## config.mk

```make
export PLATFORM = sky130hd
export DESIGN_NAME = key_matrix_scanner
export DESIGN_NICKNAME = d
export VERILOG_FILES = /design/src/rtl/key_matrix_pkg.sv /design/src/rtl/key_event_fifo.sv /design/src/rtl/key_matrix_scanner.sv
export SDC_FILE = /design/constraint.sdc
export NUM_CORES = 1
export LEC_CHECK = 0
export ABC_AREA = 1
export BUFFER_PORTS_ARGS = -buffer_cell sky130_fd_sc_hd__buf_2
export CAP_MARGIN = 15
export CORE_MARGIN = 5
export CORE_UTILIZATION = 55
export CTS_CLUSTER_SIZE = 25
export DETAILED_ROUTE_END_ITERATION = 10
export GPL_TIMING_DRIVEN = 0
export PLACE_DENSITY_LB_ADDON = 0.05
export SLEW_MARGIN = 20
export SYNTH_ARGS = -nofsm -noshare
export SYNTH_HDL_FRONTEND = slang
export SYNTH_SLANG_ARGS = --single-unit
```

## constraint.sdc

```tcl
create_clock -name clk -period 3.4 [get_ports clk]
set_input_delay 0.17 -clock clk [delete_from_list [all_inputs] [get_ports clk]]
set_output_delay 0.17 -clock clk [all_outputs]
set_load 0.005 [all_outputs]
```

## src/rtl/key_matrix_pkg.sv

```systemverilog
// Shared types and constants for the 8x8 key matrix scanner and its event FIFO.
package key_matrix_pkg;

   localparam int unsigned MATRIX_ROWS = 8;
   localparam int unsigned MATRIX_COLS = 8;
   localparam int unsigned ROW_W       = 3;
   localparam int unsigned COL_W       = 3;
   localparam int unsigned KEY_IDX_W   = 6;
   localparam int unsigned NUM_KEYS    = MATRIX_ROWS * MATRIX_COLS;
   localparam int unsigned DEB_CNT_W   = 4;

   typedef logic [KEY_IDX_W-1:0] key_idx_t;

   typedef struct packed {
      key_idx_t key;
      logic     pressed;
   } key_event_t;

   // Key index is row*8 + col, which is just the concatenation.
   function automatic key_idx_t key_index(input logic [ROW_W-1:0] row,
                                          input logic [COL_W-1:0] col);
      return {row, col};
   endfunction

endpackage

```

## src/rtl/key_event_fifo.sv

```systemverilog
// Synchronous event FIFO: push with full/drop reporting, valid/ready pop with registered head.
module key_event_fifo
   import key_matrix_pkg::*;
#(
   parameter int unsigned EV_DEPTH = 4
) (
   input  logic       clk,
   input  logic       rst,
   input  logic       push,
   input  key_event_t push_data,
   input  logic       pop_ready,
   output logic       pop_valid,
   output key_event_t pop_data,
   output logic       full_c,
   output logic       drop_c
);

   localparam int unsigned PTR_W = (EV_DEPTH > 1) ? $clog2(EV_DEPTH) : 1;
   localparam int unsigned CNT_W = PTR_W + 1;

   key_event_t       mem_q [EV_DEPTH];
   key_event_t       mem_d [EV_DEPTH];
   logic [PTR_W-1:0] wr_ptr_q, wr_ptr_d;
   logic [PTR_W-1:0] rd_ptr_q, rd_ptr_d;
   logic [CNT_W-1:0] count_q, count_d;
   logic             valid_q, valid_d;
   key_event_t       head_q, head_d;
   logic             pop_c;
   logic             push_ok_c;

   // A full FIFO still accepts a push when the head leaves in the same cycle.
   always_comb begin
      mem_d     = mem_q;
      wr_ptr_d  = wr_ptr_q;
      rd_ptr_d  = rd_ptr_q;
      full_c    = (count_q == CNT_W'(EV_DEPTH));
      pop_c     = valid_q && pop_ready;
      push_ok_c = push && (!full_c || pop_c);
      drop_c    = push && !push_ok_c;
      if (push_ok_c) begin
         mem_d[wr_ptr_q] = push_data;
         wr_ptr_d        = wr_ptr_q + PTR_W'(1);
      end
      if (pop_c) begin
         rd_ptr_d = rd_ptr_q + PTR_W'(1);
      end
      count_d = count_q + CNT_W'(push_ok_c) - CNT_W'(pop_c);
      valid_d = (count_d != '0);
      head_d  = mem_d[rd_ptr_d];
   end

   always_ff @(posedge clk) begin
      if (rst) begin
         for (int i = 0; i < int'(EV_DEPTH); i++) begin
            mem_q[i] <= '0;
         end
         wr_ptr_q <= '0;
         rd_ptr_q <= '0;
         count_q  <= '0;
         valid_q  <= 1'b0;
         head_q   <= '0;
      end else begin
         mem_q    <= mem_d;
         wr_ptr_q <= wr_ptr_d;
         rd_ptr_q <= rd_ptr_d;
         count_q  <= count_d;
         valid_q  <= valid_d;
         head_q   <= head_d;
      end
   end

   assign pop_valid = valid_q;
   assign pop_data  = head_q;

endmodule

```

## src/rtl/key_matrix_scanner.sv

```systemverilog
// 8x8 key matrix scanner with per-key debounce and optional press/release event stream.
// Event stream (serialiser, FIFO, ev_* ports) is built only with KEY_MATRIX_EVENT_EN defined.
module key_matrix_scanner
   import key_matrix_pkg::*;
#(
   parameter int unsigned SCAN_DIV       = 27000,
   parameter int unsigned DEBOUNCE_SCANS = 4,
   parameter int unsigned EV_DEPTH       = 4
) (
   input  logic                   clk,
   input  logic                   rst,
   output logic [MATRIX_ROWS-1:0] row_n,
   input  logic [MATRIX_COLS-1:0] col_n,
   output logic [NUM_KEYS-1:0]    keys,
   output logic                   ev_valid,
   input  logic                   ev_ready,
   output logic [KEY_IDX_W-1:0]   ev_key,
   output logic                   ev_pressed,
   output logic                   ev_overflow,
   input  logic                   ev_overflow_clr
);

   localparam int unsigned DWELL_W = $clog2(SCAN_DIV);
   localparam logic [DWELL_W-1:0]   DWELL_LAST = DWELL_W'(SCAN_DIV - 1);
   localparam logic [DEB_CNT_W-1:0] DEB_LAST   = DEB_CNT_W'(DEBOUNCE_SCANS - 1);

   logic [MATRIX_COLS-1:0] col_meta_q, col_sync_q;
   logic [DWELL_W-1:0]     dwell_q, dwell_d;
   logic [ROW_W-1:0]       row_cnt_q, row_cnt_d;
   logic [MATRIX_ROWS-1:0] row_n_q, row_n_d;
   logic [NUM_KEYS-1:0]    keys_q, keys_d;
   logic [DEB_CNT_W-1:0]   deb_cnt_q [NUM_KEYS];
   logic [DEB_CNT_W-1:0]   deb_cnt_d [NUM_KEYS];
   logic                   tick_c;
   logic [MATRIX_COLS-1:0] raw_c;
   logic [MATRIX_COLS-1:0] chg_set_c;
   key_idx_t               key_i;

   // Dwell timer and row sequencing; row strobe registered from the next row count.
   always_comb begin
      tick_c    = (dwell_q == DWELL_LAST);
      dwell_d   = tick_c ? '0 : dwell_q + DWELL_W'(1);
      row_cnt_d = tick_c ? row_cnt_q + ROW_W'(1) : row_cnt_q;
      row_n_d   = ~(MATRIX_ROWS'(1) << row_cnt_d);
   end

   // Debounce the eight keys of the current row on each tick.
   always_comb begin
      keys_d    = keys_q;
      deb_cnt_d = deb_cnt_q;
      chg_set_c = '0;
      key_i     = '0;
      raw_c     = ~col_sync_q;
      if (tick_c) begin
         for (int c = 0; c < int'(MATRIX_COLS); c++) begin
            key_i = key_index(row_cnt_q, COL_W'(c));
            if (raw_c[c] == keys_q[key_i]) begin
               deb_cnt_d[key_i] = '0;
            end else if (deb_cnt_q[key_i] == DEB_LAST) begin
               keys_d[key_i]    = raw_c[c];
               deb_cnt_d[key_i] = '0;
               chg_set_c[c]     = 1'b1;
            end else begin
               deb_cnt_d[key_i] = deb_cnt_q[key_i] + DEB_CNT_W'(1);
            end
         end
      end
   end

   // Synchroniser resets to the idle (pulled-up) level so no phantom presses appear.
   always_ff @(posedge clk) begin
      if (rst) begin
         col_meta_q <= '1;
         col_sync_q <= '1;
         dwell_q    <= '0;
         row_cnt_q  <= '0;
         row_n_q    <= ~(MATRIX_ROWS'(1));
         keys_q     <= '0;
         for (int k = 0; k < int'(NUM_KEYS); k++) begin
            deb_cnt_q[k] <= '0;
         end
      end else begin
         col_meta_q <= col_n;
         col_sync_q <= col_meta_q;
         dwell_q    <= dwell_d;
         row_cnt_q  <= row_cnt_d;
         row_n_q    <= row_n_d;
         keys_q     <= keys_d;
         deb_cnt_q  <= deb_cnt_d;
      end
   end

   assign row_n = row_n_q;
   assign keys  = keys_q;

`ifdef KEY_MATRIX_EVENT_EN

   logic                   walk_act_q, walk_act_d;
   logic [COL_W-1:0]       walk_col_q, walk_col_d;
   logic [ROW_W-1:0]       walk_row_q, walk_row_d;
   logic [MATRIX_COLS-1:0] chg_q, chg_d;
   logic                   overflow_q, overflow_d;
   logic                   push_c;
   key_event_t             push_ev_c;
   key_idx_t               walk_key_c;
   logic                   drop_c;
   logic                   unused_fifo_full;
   key_event_t             head_c;

   // Serialiser: walk columns 0..7 of the sampled row, one per cycle after the tick.
   always_comb begin
      walk_act_d = walk_act_q;
      walk_col_d = walk_col_q;
      walk_row_d = walk_row_q;
      chg_d      = chg_q;
      push_c     = 1'b0;
      walk_key_c = key_index(walk_row_q, walk_col_q);
      push_ev_c  = '{key: walk_key_c, pressed: keys_q[walk_key_c]};
      if (walk_act_q) begin
         push_c             = chg_q[walk_col_q];
         chg_d[walk_col_q]  = 1'b0;
         walk_col_d         = walk_col_q + COL_W'(1);
         if (walk_col_q == COL_W'(MATRIX_COLS - 1)) begin
            walk_act_d = 1'b0;
         end
      end
      if (tick_c) begin
         chg_d      = chg_set_c;
         walk_act_d = 1'b1;
         walk_col_d = '0;
         walk_row_d = row_cnt_q;
      end
      overflow_d = (overflow_q && !ev_overflow_clr) || drop_c;
   end

   always_ff @(posedge clk) begin
      if (rst) begin
         walk_act_q <= 1'b0;
         walk_col_q <= '0;
         walk_row_q <= '0;
         chg_q      <= '0;
         overflow_q <= 1'b0;
      end else begin
         walk_act_q <= walk_act_d;
         walk_col_q <= walk_col_d;
         walk_row_q <= walk_row_d;
         chg_q      <= chg_d;
         overflow_q <= overflow_d;
      end
   end

   key_event_fifo #(
      .EV_DEPTH (EV_DEPTH)
   ) u_fifo (
      .clk       (clk),
      .rst       (rst),
      .push      (push_c),
      .push_data (push_ev_c),
      .pop_ready (ev_ready),
      .pop_valid (ev_valid),
      .pop_data  (head_c),
      .full_c    (unused_fifo_full),
      .drop_c    (drop_c)
   );

   assign ev_key      = head_c.key;
   assign ev_pressed  = head_c.pressed;
   assign ev_overflow = overflow_q;

`else

   logic unused_ev_inputs;
   assign unused_ev_inputs = ^{ev_ready, ev_overflow_clr, chg_set_c};

   assign ev_valid    = 1'b0;
   assign ev_key      = '0;
   assign ev_pressed  = 1'b0;
   assign ev_overflow = 1'b0;

`endif

endmodule

```

# Yosys cells after proc, flatten, opt, wreduce, memory -nomap -nowiden
# Index checks and enable logic that the tools add are counted.
op_classes:
  addsub: 10
  mul: 0
  n_div: 0
  magnitude_cmp: 32
  eq_ne: 17
  shifts: 1
  n_mux: 135
  bitwise: 26
  n_reduce_logical: 17
ops:
  columns: ["op", "n"]
  rows:
  - ["two-way mux 256 bit", 23]
  - ["AND 256 bit", 8]
  - ["bitwise mux 256 bit", 8]
  - ["NOT 256 bit", 8]
  - ["two-way mux 64 bit", 23]
  - ["bitwise mux 64 bit", 8]
  - ["binary-select mux 4 bit (select 6 bit)", 8]
  - ["demux 4 bit (select 6 bit)", 8]
  - ["two-way mux 4 bit", 24]
  - [">= comparator 7 bit, second input constant", 8]
  - ["< comparator 6 x 7 -> 1 bit, second input constant", 8]
  - ["< comparator 7 x 1 -> 1 bit, second input constant", 8]
  - ["NOT 6 -> 7 bit", 8]
  - [">= comparator 6 x 1 -> 1 bit, second input constant", 8]
  - ["adder 4 x 1 -> 4 bit, second input constant", 8]
  - ["== test 4 x 2 -> 1 bit, second input constant", 8]
  - ["binary-select mux 1 bit (select 3 bit)", 8]
  - ["demux 1 bit (select 3 bit)", 8]
  - ["logical AND 1 bit", 16]
  - ["two-way mux 1 bit", 16]
  - ["NOT 8 bit", 2]
  - ["adder 15 x 1 -> 15 bit, second input constant", 1]
  - ["== test 15 bit, second input constant", 1]
  - ["== test 1 bit", 8]
  - ["4 further kinds", 4]
word_totals:
  reg_bits: 362
  latchBits: 0
  ramBits: 0
  mem_bits_ro: 0
  in_bits: 12
  out_inout_bits: 81
  wordCells: 308
  n_memories: 0

# Depth between registers and ports, before layout
logic_depth:
  depth_word: 37
  mapped_depth: 20
  ltp_nobuf: 17

# Least setup slack after synthesis
# OpenSTA, ideal clock, no wires.
synth_timing:
  path_type: "register to register"
  startpoint: "reg row_cnt_q[0]"
  endpoint: "reg deb_cnt_q[39] (netlist name)"
  setup_time_ns: 0.111
  t_arrival_ns: 2.286
  required_ns: 3.289
  setup_slack_ns: 1.003
  stages_incl_launch_ff: 19
  path_buffers: 4
  period_less_slack_ns: 2.397
  path_cell_list: "dfxtp_1 buf_2 buf_4 buf_2 nor2_1 nor2_1 o21ai_0 nand4_1 ha_1 inv_1 nor2_1 nand2_2 nand2_2 nand2_2 buf_6 nand2_1 nand2_1 nor2_1 nor2_1"
synth_between:
  elab_chain_len: 37
  elab_cells_between_ends: 159
  classes_between: "add/sub (8); order compare (16); eq/ne (16); mux (87); bitwise (24); reduce/logical (8)"
synth_rtl:
  columns: ["element", "line_no", "text"]
  rows:
  - ["start: declaration", "key_matrix_scanner.sv:29", "logic [ROW_W-1:0] row_cnt_q, row_cnt_d;"]
  - ["start signal: assignment", "key_matrix_scanner.sv:86", "row_cnt_q <= row_cnt_d;"]
  - ["parallel branches: the longest is 36 deep, another holds adder 4 x 1 -> 4 bit", null, null]
  - ["two-way mux 256 bit (*)", "key_matrix_scanner.sv:57", "if (raw_c[c] == keys_q[key_i]) begin"]
  - ["end signal: assignment", "key_matrix_scanner.sv:89", "deb_cnt_q <= deb_cnt_d;"]
  - ["end: declaration", "key_matrix_scanner.sv:32", "logic [DEB_CNT_W-1:0] deb_cnt_q [NUM_KEYS];"]
# Mark *: on every way between the ends. The select of a mux whose other input is x is not followed.
# A chain may end at the register's enable or synchronous reset.

# Worst setup path in the final report
layout_timing:
  startpoint: "reg row_cnt_q[2]"
  endpoint: "reg deb_cnt_q[58] (netlist name)"
# Same word-level chain as after synthesis.

==> results list <==
* Run status: finished with violations
- The final reports fail on negative setup slack.
- Source-to-sink clock delay at the later pin of the worst-skew pair: 0.59 ns
- Main flop type after synthesis: sky130_fd_sc_hd__dfxtp_1
- Highest-delay cell along the critical path: sky130_fd_sc_hd__nor2_2
* Flip-flop and latch count after synthesis: 362
* Synth top area share: 39.2%
- Library cell occupying the most area in the post-synthesis netlist: sky130_fd_sc_hd__dfxtp_1
- Power spent charging and discharging nets: 0.00211 W
- Detailed Place HPWL: 53800 um
* Worst hold margin: 0.198 ns
- Die span in x: 193 um
* Transition time of the tightest slew-check pin: 1.26 ns
- Final worst path period need: 3.51 ns
* Number of nets with antenna violations after detailed routing: 0
- Final hold violation count: 0
* Sequence of cells on the critical path: buf_6 -> nand2_8 -> nor2_4 -> inv_1 -> nor2_2 -> clkbuf_1 -> o21ai_0 -> a21oi_1
- Effective utilization at floorplan: 55.4%
- Clock skew on the completed layout was measured at 0.0226 ns.
* Final worst slack: -0.109 ns
* Family with the most delay on the worst path: simple AND/OR/NAND/NOR gates
* Full die area: 37300 um^2
- Clock transition at the registers of the reported paths: 0.06 ns
- Wires add up to 79800 um.
- Total via count after detailed routing: 20400
* Largest net degree at the start of global routing: 20
- For the worst setup path, the data required time is 3.90 ns.
- Kind of start point of the critical path: flop
- Root buffer selected by CTS: sky130_fd_sc_hd__clkbuf_16
* Clock buffers created by TritonCTS: 42
- Post-route insts no fill: 3436
- Via count of the first global-routing pass: 18500
* Area overhead of the layout relative to synthesis: 13.8%
- Remaining Overflow, GRT: 0
* Mean area per synthesized cell: 6.56 um^2
* Share of power burned in registers: 46.3%
* Die outline height: 193 um
* EDFF count, synth: 0
* Top Ports: 93
* Maximum buffer depth of the clock tree: 3
- Power density of the placed cells: 437 nW/um^2
- Yosys printed 0 warnings.
- Layout cell share with drive strength beyond 1: 12.3%
- The internal portion of the total power is 0.00708 W.
- Initial antenna violation count: 4
- The worst path uses 103% of the clock period.
- IR analysis of the VDD net gives a maximum drop of 0.000490 V.
* Fraction of power spent switching nets: 23.0%
* Max Clk Rate: 285 MHz
* Floorplan Core Area: 33400 um^2
- The number of placed instances, taps included, is 3353.
- All-Layer GR Usage: 40.8%
* Asr flop ratio synth: 0%
* Leakage Power: 9.28 nW
* TritonRoute pass-1 iters: 8
- Highest cell delay on the worst timing path: 0.85 ns
- I/O Buffers: 80
* Final max-slew violation count: 0
- Max-cap violations in this run came to 0.
- Number of H-tree branching levels: 2
* Area of all placed cells without fillers: 21000 um^2
* Number of buffers and inverters on the critical path: 3
- WL/cell: 23.2 um
* Placement Setup Slack: -0.174 ns
* DRC viols: 0
* Routability Congestion: 1.02
* Sequential element share of the synthesized area: 39.2%
- Top post-synthesis cells by count: 751 x sky130_fd_sc_hd__nand2_1, 362 x sky130_fd_sc_hd__dfxtp_1, 323 x sky130_fd_sc_hd__nor2_1
- Leading cell type by number of instances after synthesis: sky130_fd_sc_hd__nand2_1
- In this run, distinct cell masters in the synthesized netlist total 36.
- Setup repair after global routing could not meet its margin everywhere.
- Synthesized cell area: 18500 um^2
- In the routed layout, each cell is associated on average with a via count of 5.93.
* Number of cell rows: 67
- For this design, the sink count on the clock tree is 362.
- The first global-routing pass estimated 117000 um of wire.
* Path type of the worst setup path: flop to flop
* Worst hold-check path type: input pin to flop
- Endpoint arrival time on the critical path: 4.01 ns
* Area after DPL: 19500 um^2
* Initial detailed-routing violation count: 2672
- Syn Inst Count: 2817
* Tightest slew margin relative to the limit: 15.7%
- Setup violations remaining at the end of the flow were counted as 18.
- Layout net count: 2980
- Endpoint type of the worst setup path: flop
- TritonCTS clock tree: yes
* Clock power share: 51.0%
- Accumulated negative setup slack: -0.692 ns
* Part of the power in combinational logic: 2.7%
- Synth area leaders: sky130_fd_sc_hd__dfxtp_1 39%, sky130_fd_sc_hd__nand2_1 15%, sky130_fd_sc_hd__a21oi_1 7.5%, sky130_fd_sc_hd__nor2_1 6.6%, sky130_fd_sc_hd__o21ai_0 6.1%
- Largest fanout of any net on the critical path: 10
## cell families (layout without fill, tap and decap cells)
group                    Yosys count  in the layout  share of synthesized area, %
AND/OR/NAND/NOR                 1422           1422                          32.7
flip-flops                       362            362                          39.2
XOR/XNOR                           7              7                         0.332
adder cells (fa/ha/maj)           11             11                         0.745
AO/OA/AOI/OAI                    568            568                          16.0
buffers and inverters            446            608                          11.0
other                              1             10                        0.0203
## power groups by stage
stage	Combinational (W)	Sequential, W	Clock [W]
after floorplan	0.000134	0.00435	0
after global placement	0.000226	0.00435	0
after detailed placement	0.000227	0.00435	0
after CTS	0.000235	0.00426	0.00467
after global routing	0.000255	0.00426	0.00486
final	0.000247	0.00426	0.00469
## worst reg2reg max path: stages, from the launching register on
cell	delay [ns]
sky130_fd_sc_hd__dfxtp_1	0.44
sky130_fd_sc_hd__buf_6	0.26
sky130_fd_sc_hd__nand2_8	0.13
sky130_fd_sc_hd__nor2_4	0.42
sky130_fd_sc_hd__inv_1	0.17
sky130_fd_sc_hd__nor2_2	0.85
sky130_fd_sc_hd__clkbuf_1	0.77
sky130_fd_sc_hd__o21ai_0	0.22
sky130_fd_sc_hd__a21oi_1	0.18
## area by class of cell
| cell class | count | area [um^2] |
|---|---|---|
| diodes | 1 | 2.50 |
| plain buffers | 175 | 1030 |
| clock buffers | 62 | 1290 |
| clock inverters | 12 | 128 |
| fillers | 3210 | 12300 |
| inverters | 269 | 1010 |
| multi-input cells | 2017 | 9260 |
| flip-flops and latches | 362 | 7250 |
| well taps | 448 | 561 |
| repair buffers | 90 | 495 |
## stage by stage
step | total power [W] | utilization (%)
final | 0.00920 | 63.0
after global routing | 0.00937 | 63.0
after CTS | 0.00917 | 62.8
after detailed placement | 0.00458 | 58.4
after global placement | 0.00458 | 58.3
after floorplan | 0.00448 | -
## state kept, by name, summed over array words and instances (netlist names)
name / count
row_n: 8
keys: 64
row_cnt_q: 3
col_sync_q: 8
deb_cnt_q: 256
dwell_q: 15
col_meta_q: 8
## metal layers
metal,vias up,GRT usage [%],part of all wire [%]
met4,4,30.0,8.7
li1,9292,-,-
met1,9256,52.1,37
met2,1432,60.5,42
met5,-,0,0.024
met3,381,9.29,13
## worst paths after layout
| kind | from | to | slack [ns] | cells after the start |
|---|---|---|---|---|
| max | row_cnt_q[2] | deb_cnt_q[58] | -0.11 | 8 |
| min | rst | row_cnt_q[2] | 0.20 | 2 |
| max reg2reg | row_cnt_q[2] | deb_cnt_q[58] | -0.11 | 8 |
| min reg2reg | col_meta_q[0] | col_sync_q[0] | 0.41 | 1 |
## what timing repair did
item / in CTS / in global routing
buffers inserted: 0 / 2
resized for setup: 2 / 16
endpoints found under the hold margin: 8 / 0
pin swaps: 0 / 2
hold buffers: 8 / 0
endpoints found under the setup margin: 53 / 133
## layout by cell type, fill, tap and decap left out, types with 17 or more instances in the layout
cell type                     n
sky130_fd_sc_hd__nand2_1    751
sky130_fd_sc_hd__dfxtp_1    361
sky130_fd_sc_hd__nor2_1     319
sky130_fd_sc_hd__a21oi_1    276
sky130_fd_sc_hd__inv_1      244
sky130_fd_sc_hd__o21ai_0    225
sky130_fd_sc_hd__nand3_1    222
sky130_fd_sc_hd__buf_2      112
sky130_fd_sc_hd__clkbuf_1    70
sky130_fd_sc_hd__clkbuf_16   43
sky130_fd_sc_hd__buf_4       38
sky130_fd_sc_hd__o211ai_1    38
sky130_fd_sc_hd__nand2_2     30
sky130_fd_sc_hd__inv_2       24
sky130_fd_sc_hd__buf_6       24
sky130_fd_sc_hd__o21ai_1     23
sky130_fd_sc_hd__nor2_4      19
sky130_fd_sc_hd__nor2_2      17
sky130_fd_sc_hd__or2_2       17
(Power assumes the default switching activity.)
